--- src/rtl/fip_32_div_seq.sv ---
// -----------------------------------------------------------------------------
// fip_32_div_seq
//   Iterative signed fixed-point divider, z = x / y, for 32-bit
//   Q(32-FRA_BITS).FRA_BITS operands. It uses a restoring shift-subtract core
//   and produces one quotient bit per CALC cycle. With FIP_DIV_RADIX4_EN
//   defined it produces two bits per cycle through two cascaded
//   compare-subtract stages. Results are bit-identical in both builds.
//
//   Handshake: an operand pair transfers on an edge where i_valid=1 and
//   o_ready=1. o_ready is high only in IDLE. A result transfers on an edge
//   where o_valid=1 and i_ready=1. o_valid is high only in DONE, and
//   o_z/o_ovf/o_dbz are held stable until that edge. Input activity outside
//   IDLE is ignored.
//
//   Parameters
//     FRA_BITS  fractional bits (even, 2..30)
//     SAT       1 = saturate on overflow, 0 = wrap to the low 32 bits
//   Optional macro
//     FIP_DIV_RADIX4_EN  retire 2 quotient bits per CALC cycle
//
//   Ports
//     i_clk, i_rst     clock, synchronous active-high reset
//     i_valid/o_ready  operand handshake; i_x dividend, i_y divisor
//     o_valid/i_ready  result handshake; o_z quotient
//     o_ovf            quotient exceeded the 32-bit range
//     o_dbz            divide by zero
//     o_dbg_state      FSM state (0 IDLE, 1 CALC, 2 DONE)
// -----------------------------------------------------------------------------
module fip_32_div_seq #(
    parameter int FRA_BITS = 16,
    parameter int SAT      = 1
) (
    input  logic        i_clk,
    input  logic        i_rst,
    input  logic        i_valid,
    output logic        o_ready,
    input  logic [31:0] i_x,
    input  logic [31:0] i_y,
    output logic        o_valid,
    input  logic        i_ready,
    output logic [31:0] o_z,
    output logic        o_ovf,
    output logic        o_dbz,
    output logic [1:0]  o_dbg_state
);

    localparam int QB = 32 + FRA_BITS;   // quotient bits to produce
`ifdef FIP_DIV_RADIX4_EN
    localparam int STEPS = QB / 2;
`else
    localparam int STEPS = QB;
`endif
    localparam int CW = 7;

    typedef enum logic [1:0] {S_IDLE = 2'd0, S_CALC = 2'd1, S_DONE = 2'd2} state_t;

    state_t         r_state;
    state_t         w_state_nx;
    logic           r_sign;
    logic [31:0]    r_ay;
    logic [31:0]    r_rem;
    // Dividend shifts out of the MSB while quotient bits shift into the LSB.
    // After STEPS cycles the register holds the full QB-bit quotient.
    logic [QB-1:0]  r_dvd;
    logic [CW-1:0]  r_cnt;
    logic [31:0]    r_z;
    logic           r_ovf;
    logic           r_dbz;

    logic [31:0]    w_ax;
    logic [31:0]    w_ay;
    logic [32:0]    w_rem_sh1;
    logic           w_ge1;
    logic [31:0]    w_rem1;
`ifdef FIP_DIV_RADIX4_EN
    logic [32:0]    w_rem_sh2;
    logic           w_ge2;
    logic [31:0]    w_rem2;
`endif
    logic [31:0]    w_rem_nx;
    logic [QB-1:0]  w_dvd_nx;
    logic           w_hi_nz;
    logic           w_ovf;
    logic [31:0]    w_mag;
    logic [31:0]    w_signed;
    logic [31:0]    w_z_res;

    // Magnitudes as unsigned. FIP_MIN maps to 2^31, which still fits in 32 bits.
    assign w_ax = i_x[31] ? (~i_x + 32'd1) : i_x;
    assign w_ay = i_y[31] ? (~i_y + 32'd1) : i_y;

    // FSM state register
    always_ff @(posedge i_clk) begin
        if (i_rst) r_state <= S_IDLE;
        else       r_state <= w_state_nx;
    end

    // FSM next state and handshake outputs
    always_comb begin
        w_state_nx = r_state;
        o_ready    = 1'b0;
        o_valid    = 1'b0;
        case (r_state)
            S_IDLE: begin
                o_ready = 1'b1;
                if (i_valid) w_state_nx = (i_y == 32'd0) ? S_DONE : S_CALC;
            end
            S_CALC: if (r_cnt == CW'(1)) w_state_nx = S_DONE;
            S_DONE: begin
                o_valid = 1'b1;
                if (i_ready) w_state_nx = S_IDLE;
            end
            default: w_state_nx = S_IDLE;
        endcase
    end

    assign o_dbg_state = r_state;

    // Compare-subtract step(s). The remainder is always below |y| <= 2^31,
    // so after subtraction it fits back into 32 bits.
    always_comb begin
        w_rem_sh1 = {r_rem, r_dvd[QB-1]};
        w_ge1     = (w_rem_sh1 >= {1'b0, r_ay});
        w_rem1    = 32'(w_ge1 ? (w_rem_sh1 - {1'b0, r_ay}) : w_rem_sh1);
`ifdef FIP_DIV_RADIX4_EN
        w_rem_sh2 = {w_rem1, r_dvd[QB-2]};
        w_ge2     = (w_rem_sh2 >= {1'b0, r_ay});
        w_rem2    = 32'(w_ge2 ? (w_rem_sh2 - {1'b0, r_ay}) : w_rem_sh2);
        w_rem_nx  = w_rem2;
        w_dvd_nx  = {r_dvd[QB-3:0], w_ge1, w_ge2};
`else
        w_rem_nx  = w_rem1;
        w_dvd_nx  = {r_dvd[QB-2:0], w_ge1};
`endif
    end

    // Result formation from the final quotient (valid on the last CALC cycle).
    // A zero magnitude negates to zero, so a zero dividend always yields +0.
    always_comb begin
        w_mag    = w_dvd_nx[31:0];
        w_hi_nz  = |w_dvd_nx[QB-1:32];
        w_signed = r_sign ? (32'd0 - w_mag) : w_mag;
        // Negative results may reach exactly 2^31 (FIP_MIN) without overflow.
        if (r_sign) w_ovf = w_hi_nz | (w_mag[31] & (|w_mag[30:0]));
        else        w_ovf = w_hi_nz | w_mag[31];
        w_z_res = w_signed;
        if (w_ovf && (SAT != 0)) w_z_res = r_sign ? 32'h8000_0000 : 32'h7FFF_FFFF;
    end

    // Datapath registers
    always_ff @(posedge i_clk) begin
        if (i_rst) begin
            r_sign <= 1'b0;
            r_ay   <= '0;
            r_rem  <= '0;
            r_dvd  <= '0;
            r_cnt  <= '0;
            r_z    <= '0;
            r_ovf  <= 1'b0;
            r_dbz  <= 1'b0;
        end else begin
            case (r_state)
                S_IDLE: if (i_valid) begin
                    r_sign <= i_x[31] ^ i_y[31];
                    r_ay   <= w_ay;
                    r_rem  <= '0;
                    r_dvd  <= {w_ax, {FRA_BITS{1'b0}}};
                    r_cnt  <= CW'(STEPS);
                    r_ovf  <= 1'b0;
                    if (i_y == 32'd0) begin
                        r_dbz <= 1'b1;
                        r_z   <= i_x[31] ? 32'h8000_0000 : 32'h7FFF_FFFF;
                    end else begin
                        r_dbz <= 1'b0;
                        r_z   <= '0;
                    end
                end
                S_CALC: begin
                    r_rem <= w_rem_nx;
                    r_dvd <= w_dvd_nx;
                    r_cnt <= r_cnt - CW'(1);
                    if (r_cnt == CW'(1)) begin
                        r_z   <= w_z_res;
                        r_ovf <= w_ovf;
                    end
                end
                default: ;   // DONE: hold the result
            endcase
        end
    end

    assign o_z   = r_z;
    assign o_ovf = r_ovf;
    assign o_dbz = r_dbz;

endmodule

--- config.mk ---
export PLATFORM = sky130hd
export DESIGN_NAME = fip_32_div_seq
export DESIGN_NICKNAME = d
export VERILOG_FILES = /design/src/rtl/fip_32_div_seq.sv
export SDC_FILE = /design/constraint.sdc
export NUM_CORES = 1
export LEC_CHECK = 0
export ABC_AREA = 1
export ABC_CLOCK_PERIOD_IN_PS = 3080
export BUFFER_PORTS_ARGS = -buffer_cell sky130_fd_sc_hd__buf_2
export CORE_MARGIN = 3
export CORE_UTILIZATION = 56
export CTS_BUF_LIST = sky130_fd_sc_hd__clkbuf_4
export CTS_CLUSTER_SIZE = 40
export DETAILED_ROUTE_END_ITERATION = 16
export PLACE_DENSITY = 0.9
export SLEW_MARGIN = 20
export SYNTH_ARGS = -nofsm -noshare
export SYNTH_HDL_FRONTEND = slang
export SYNTH_SLANG_ARGS = --single-unit
--- constraint.sdc ---
create_clock -name i_clk -period 3.08 [get_ports i_clk]
set_input_delay 0.462 -clock i_clk [delete_from_list [all_inputs] [get_ports i_clk]]
set_output_delay 0.462 -clock i_clk [all_outputs]
set_load 0.05 [all_outputs]
==> After elaboration in Yosys (flattened, before gate mapping) <==
Index checks and enable logic that the tools add are counted.
W data, S select, Z words.
{ "totals": {"ff_bits": 156, "in_bits": 68, "wordCells": 65, "output_inout_bits": 38} }
{ "classes": {"order_cmp": 1, "reduce_logical": 9, "mux": 29, "add_sub_neg": 5, "eq_ne": 6, "n_bitwise": 6} }
{ "op_table": {"columns": ["operator", "n"], "rows": [
  ["$mux W32", 11],
  ["$pmux W32 S2", 2],
  ["$pmux W48 S2", 1],
  ["$add A32 B1 Y32 const B", 2],
  ["$not A32 Y32", 2],
  ["$mux W48", 1],
  ["$ge A33 B32 Y1", 1],
  ["$logic_not A32 Y1", 1],
  ["$sub A1 B32 Y32 const A", 1],
  ["$sub A32 B32 Y32", 1],
  ["$reduce_or A31 Y1", 1],
  ["$reduce_or A16 Y1", 1],
  ["$pmux W7 S2", 1],
  ["$mux W2", 4],
  ["$eq A7 B1 Y1 const B", 1],
  ["$mux W7", 1],
  ["$sub A7 B1 Y7 const B", 1],
  ["$mux W1", 6],
  ["$ne A2 B2 Y1 const B", 3],
  ["$pmux W2 S3", 1],
  ["$reduce_and A3 Y1", 2],
  ["$reduce_and A2 Y1", 2],
  ["$eq A2 B1 Y1 const B", 1],
  ["$eq A2 B2 Y1 const B", 1],
  ["6 further kinds", 7]
]} }

==> Logic depth before layout (Yosys ltp) <==
{ "depth": {"ltp_word": 8, "ltp_mapped": 27, "ltp_nobuf": 27} }

==> Least setup slack after synthesis <==
No wires, ideal clock.
{ "synth_timing": {"kind": "register -> register", "start": "register r_ay[23]", "end": "register r_z[21] (netlist: o_z[21])", "t_required_ps": 2945, "setup_ps": 135, "slack_ps": -134, "stages_incl_launch_ff": 26, "arrival_time_ps": 3079, "path_buffers": 1, "synth_period_minus_slack_ps": 3214, "path_cell_list": "dfxtp_1 > inv_1 > ha_1 > nand2_2 > inv_1 > a21oi_1 > nand2_2 > nand2_1 > nand2_1 > nor2_4 > nand4_1 > or3_1 > ha_1 > nand2_1 > nand2_1 > nor2_1 > nand3_2 > inv_2 > buf_4 > nand4_1 > nand2_1 > nand3_1 > nand2_1 > nand2_1 > nand2_1 > a21oi_2"} }
{ "synth_between": {"elab_chain_cells": 8, "elab_cells_between_ends": 10, "cone_classes": "1 x add/sub; 1 x order compare; 5 x mux; 2 x bitwise; 1 x reduce/logical"} }
{ "synth_rtl": {"columns": ["element", "line_no", "text"], "rows": [
  ["from (decl)", "60", "logic [31:0] r_ay;"],
  ["from (signal assigned)", "165", "r_ay <= w_ay;"],
  ["$ge A33 B32 Y1 (*)", "123", "w_ge1 = (w_rem_sh1 >= {1'b0, r_ay});"],
  ["parallel branches: the longest is 4 deep, another holds $sub A1 B32 Y32", null, null],
  ["$mux W32 (*)", "147", "if (w_ovf && (SAT != 0)) w_z_res = r_sign ? 32'h8000_0000 : 32'h7FFF_FFFF;"],
  ["$mux W32 (*)", "182", "if (r_cnt == CW'(1)) begin"],
  ["$pmux W32 S2 (*)", "162", "case (r_state)"],
  ["to (signal assigned)", "172", "r_z <= i_x[31] ? 32'h8000_0000 : 32'h7FFF_FFFF;"],
  ["to (signal assigned)", "183", "r_z <= w_z_res;"],
  ["to (decl)", "66", "logic [31:0] r_z;"]
]} }
Every way passes the cells marked *. The select of a mux whose other input is x is not followed.
A chain may end at the register's enable or synchronous reset.

==> Worst setup path in the final report <==
{ "layout_timing": {"start": "register r_rem[6]", "end": "register r_z[14] (netlist: o_z[14])"} }
{ "layout_between": {"elab_chain_cells": 8, "elab_cells_between_ends": 10, "cone_classes": "1 x add/sub; 1 x order compare; 5 x mux; 2 x bitwise; 1 x reduce/logical"} }
{ "layout_rtl": {"columns": ["element", "line_no", "text"], "rows": [
  ["from (decl)", "61", "logic [31:0] r_rem;"],
  ["from (signal assigned)", "179", "r_rem <= w_rem_nx;"],
  ["$ge A33 B32 Y1 (*)", "123", null],
  ["parallel branches: the longest is 4 deep, another holds $sub A1 B32 Y32", null, null],
  ["$mux W32 (*)", "147", null],
  ["$mux W32 (*)", "182", null],
  ["$pmux W32 S2 (*)", "162", null]
]} }
Marks and branches as above.

==> flow_summary_export.csv <==
group,metric,value,unit
die,start_util,57.6,%
die,core,0.0190,mm2
critical_path,critPathArrivalTime,4.05,ns
synth,synth_flop_cell,"dfxtp_1",
cells_and_area,fin_util,75.8,%
synth,yosys-top-cells-area,"dfxtp_1, nand2_1, a21oi_1, inv_1, nor2_1",
synth,yosys.cell_count.top_type,"nand2_1",
route,drt-initial-drc-count,1718,
synth,synth_top_area_share,28.6,%
cells_and_area,syn_to_final_growth,31.7,%
synth,yosysWarnings,0,
synth,synth_seq_cells,156,
cts,cts_root_buffer,"clkbuf_4",
synth,synth_edf_count,0,
critical_path,required,3.66,ns
cts,cts.sinks,156,
worst_hold_path,hold_path.class,"input port to flip-flop",
synth,netlist_top_cells_count,"nand2_1, a21oi_1, inv_1",
die,die_area,0.0212,mm2
sta,fin_setup_tns,-6.71,ns
route,drt-pass1-iter-count,7,
cts,cts_buffer_depth,2,
grt,grt_pass1_vias,12200,
synth,syn_area_per_cell,6.45,um2
placement,dp_hpwl,25900,um
die,die-width,146,um
sta,finalHoldViolations,0,
cts,htreeDepth,4,
run_status,outcome,"finished, violations left",
die,placementRows,50,
critical_path,crit_type,"flip-flop to flip-flop",
sta,fin_crit_sh,113,%
route,wl_per_cell,17.8,um
critical_path,path_max_fanout,5,
critical_path,cp-start-kind,"flip-flop",
run_status,violations,"negative setup slack",
placement,io_buffers,105,
critical_path,critical_path.top_delay_family,"simple AND/OR/NAND/NOR gates",
cts,cts_made_buffers,17,
critical_path,path_cells,"ha_4 -> nand2_4 -> inv_2 -> a21oi_4 -> nand3_4 -> nand2_4 -> nand2_4 -> nand2_4 -> nand4_1 -> or3_1 -> ha_2 -> nand2_1 -> nand2_1 -> nor2_1 -> nand3_2 -> buf_12 -> buf_12 -> o21ai_4 -> o21ai_1 -> xnor2_1 -> nand2_1 -> nand3_1 -> nand2_1 -> inv_1",
sta,max_freq,288,MHz
critical_path,crit_cells,24,
synth,yosys.area.top_type,"dfxtp_1",
grt,grt-ovfl-total,0,
synth,syn_area,0.0109,mm2
pwr,power_density,690,mW/mm2
worst_hold_path,min_path_cells,3,
route,vias,13400,
sta,whs,0.129,ns
sta,setup_violations,32,
sta,rsz0062_at_grt,"true",
sta,worstMarginPinSlew,0.891,ns
synth,ys_types,53,
route,route.detailed.drc,0,
synth,async_reset_ff_share,0,%
cts,postCtsHoldBufs,0,
cts,clkLatencyLatePin,0.62,ns
cells_and_area,drive_above_1_share,31.4,%
critical_path,critPathBufInv,4,
synth,syn_inst,1692,
synth,synth_nets,1799,
critical_path,cp-end-kind,"flip-flop",
route,antenna_left,0,
cells_and_area,n_fill_cell,1318,
sta,max_slew_margin,40.6,%
route,via_per_inst,6.02,
cells_and_area,nets,2048,
grt,grt_usage,33.0,%
sta,period_needed,3.47,ns
route,finalWirelength,39500,um
placement,place_congestion,0.959,
die,io_pins,106,
pwr,leakagePower,6.46,nW
die,die_h,146,um
sta,finClkSkew,0.0299,ns
critical_path,rr_worst_depth,24,
sta,drv_slew,0,
grt,grt_max_degree,83,
placement,pre_cts_slack,-0.260,ns
critical_path,slowest_stage,"dfxtp_1",
grt,antenna_found_initial,2,
synth,yosysSeqAreaShare,28.6,%
job,cap_violations,0,
pwr,peakVddDrop,0.543,mV
grt,grt_pass1_wl,58300,um
cells_and_area,seq_area,0.00317,mm2
cts,path_clk_slew,0.16,ns
sta,postLayoutSetupSlackWorst,-0.388,ns
cts,tritoncts,"built",
critical_path,rrSetupSlack,-0.39,ns
cells_and_area,multi_input_area,0.00771,mm2
critical_path,cpPeakStageDelay,0.46,ns
## flip-flops by register name, indices dropped and copies added (netlist names)
signal       count
r_ay            32
o_dbg_state      2
o_ovf            1
o_dbz            1
r_sign           1
o_z             32
r_rem           32
r_dvd           48
r_cnt            7
## worst register-to-register path: cells and delay by family, from the launching register on
kind                       cells  cell delay [ns]
and+or+nand+nor               14             1.48
DFF                            1             0.46
buffers and inverters          4             0.45
adders and majority gates      2             0.44
AOI/OAI and AO/OA              3             0.41
xor gates and xnor gates       1             0.20
## repair_timing
item,4_1_cts,5_1_grt
pin swaps,53,47
setup endpoints to repair,32,50
buffers inserted,21,13
resized for setup,103,99
endpoints found under the hold margin,0,0
cloned,1,1
## cells by family (layout without fill, tap and decap cells)
| family | Yosys count | in the layout | synth area share (%) |
|---|---|---|---|
| DFF | 156 | 156 | 28.6 |
| AOI/OAI and AO/OA | 411 | 411 | 21.7 |
| xor gates and xnor gates | 59 | 59 | 4.73 |
| adders and majority gates | 39 | 39 | 4.54 |
| other | 0 | 2 | 0 |
| buffers and inverters | 259 | 521 | 9.52 |
| muxes | 1 | 1 | 0.0917 |
| and+or+nand+nor | 767 | 767 | 30.8 |
## cell type report
type	count	share of cell area, %
Antenna cell	2	0.0348
Clock buffer	17	0.888
Clock inverter	15	1.04
Inverter	184	4.93
Multi-Input combinational cell	1277	53.7
Sequential cell	156	22.1
Tap cell	260	2.26
Timing Repair Buffer	305	15.1
## final timing paths
kind	from	endpoint
worst max-delay path	r_rem[6]$_SDFFE_PP0P_	o_z[14]$_SDFFE_PP0P_
worst min-delay path	i_y[0]	r_ay[0]$_SDFFE_PP0P_
worst max register to register	r_rem[6]$_SDFFE_PP0P_	o_z[14]$_SDFFE_PP0P_
worst min register to register	r_cnt[3]$_SDFFE_PP0P_	r_cnt[3]$_SDFFE_PP0P_
## metal layers
metal | routed length, um | global-route usage (%) | up-vias
met4 | 2170 | 17.3 | 0
met1 | 15000 | 41.4 | 6181
met3 | 4090 | 5.73 | 204
li1 | - | - | 6089
met5 | 0 | 0 | -
met2 | 18200 | 54.3 | 877
## through the flow
step	cells	cell area [um2]	power [W]
after floorplan	1692	11300	0.00574
after global placement	2148	13100	0.00734
after detailed placement	2148	13100	0.00748
after CTS	2202	13900	0.00921
after global routing	2216	14400	0.0104
final	2216	14400	0.00991
## power breakdown
group	switching, W	leakage, nW	internal, W
Clock	0.000834	0.150	0.000481
Sequential	0.000198	1.29	0.00225
Combinational	0.00356	5.02	0.00259
## cell usage in the layout (no fill, tap or decap), types with 9 or more instances in the layout
cell      instances
nor3_1           18
a31oi_1          18
buf_4           184
nand3_2          12
nand2_2          41
nand4_1          17
nand3_1          80
nand2_4          12
nand3b_1         11
xnor2_1          32
ha_4             32
inv_2            30
a22oi_1          15
a21oi_2          27
xor2_1           23
dfxtp_2          38
o211ai_2          9
dfxtp_1         118
nand2_1         363
buf_6             9
nor2_4           15
nor2_2           21
o21ai_0          88
inv_1           152
buf_2           104
a21oi_1         178
nor2_1          144
o21ai_1          21
clkbuf_4         17
No activity file was read; power rests on OpenSTA's default activity.
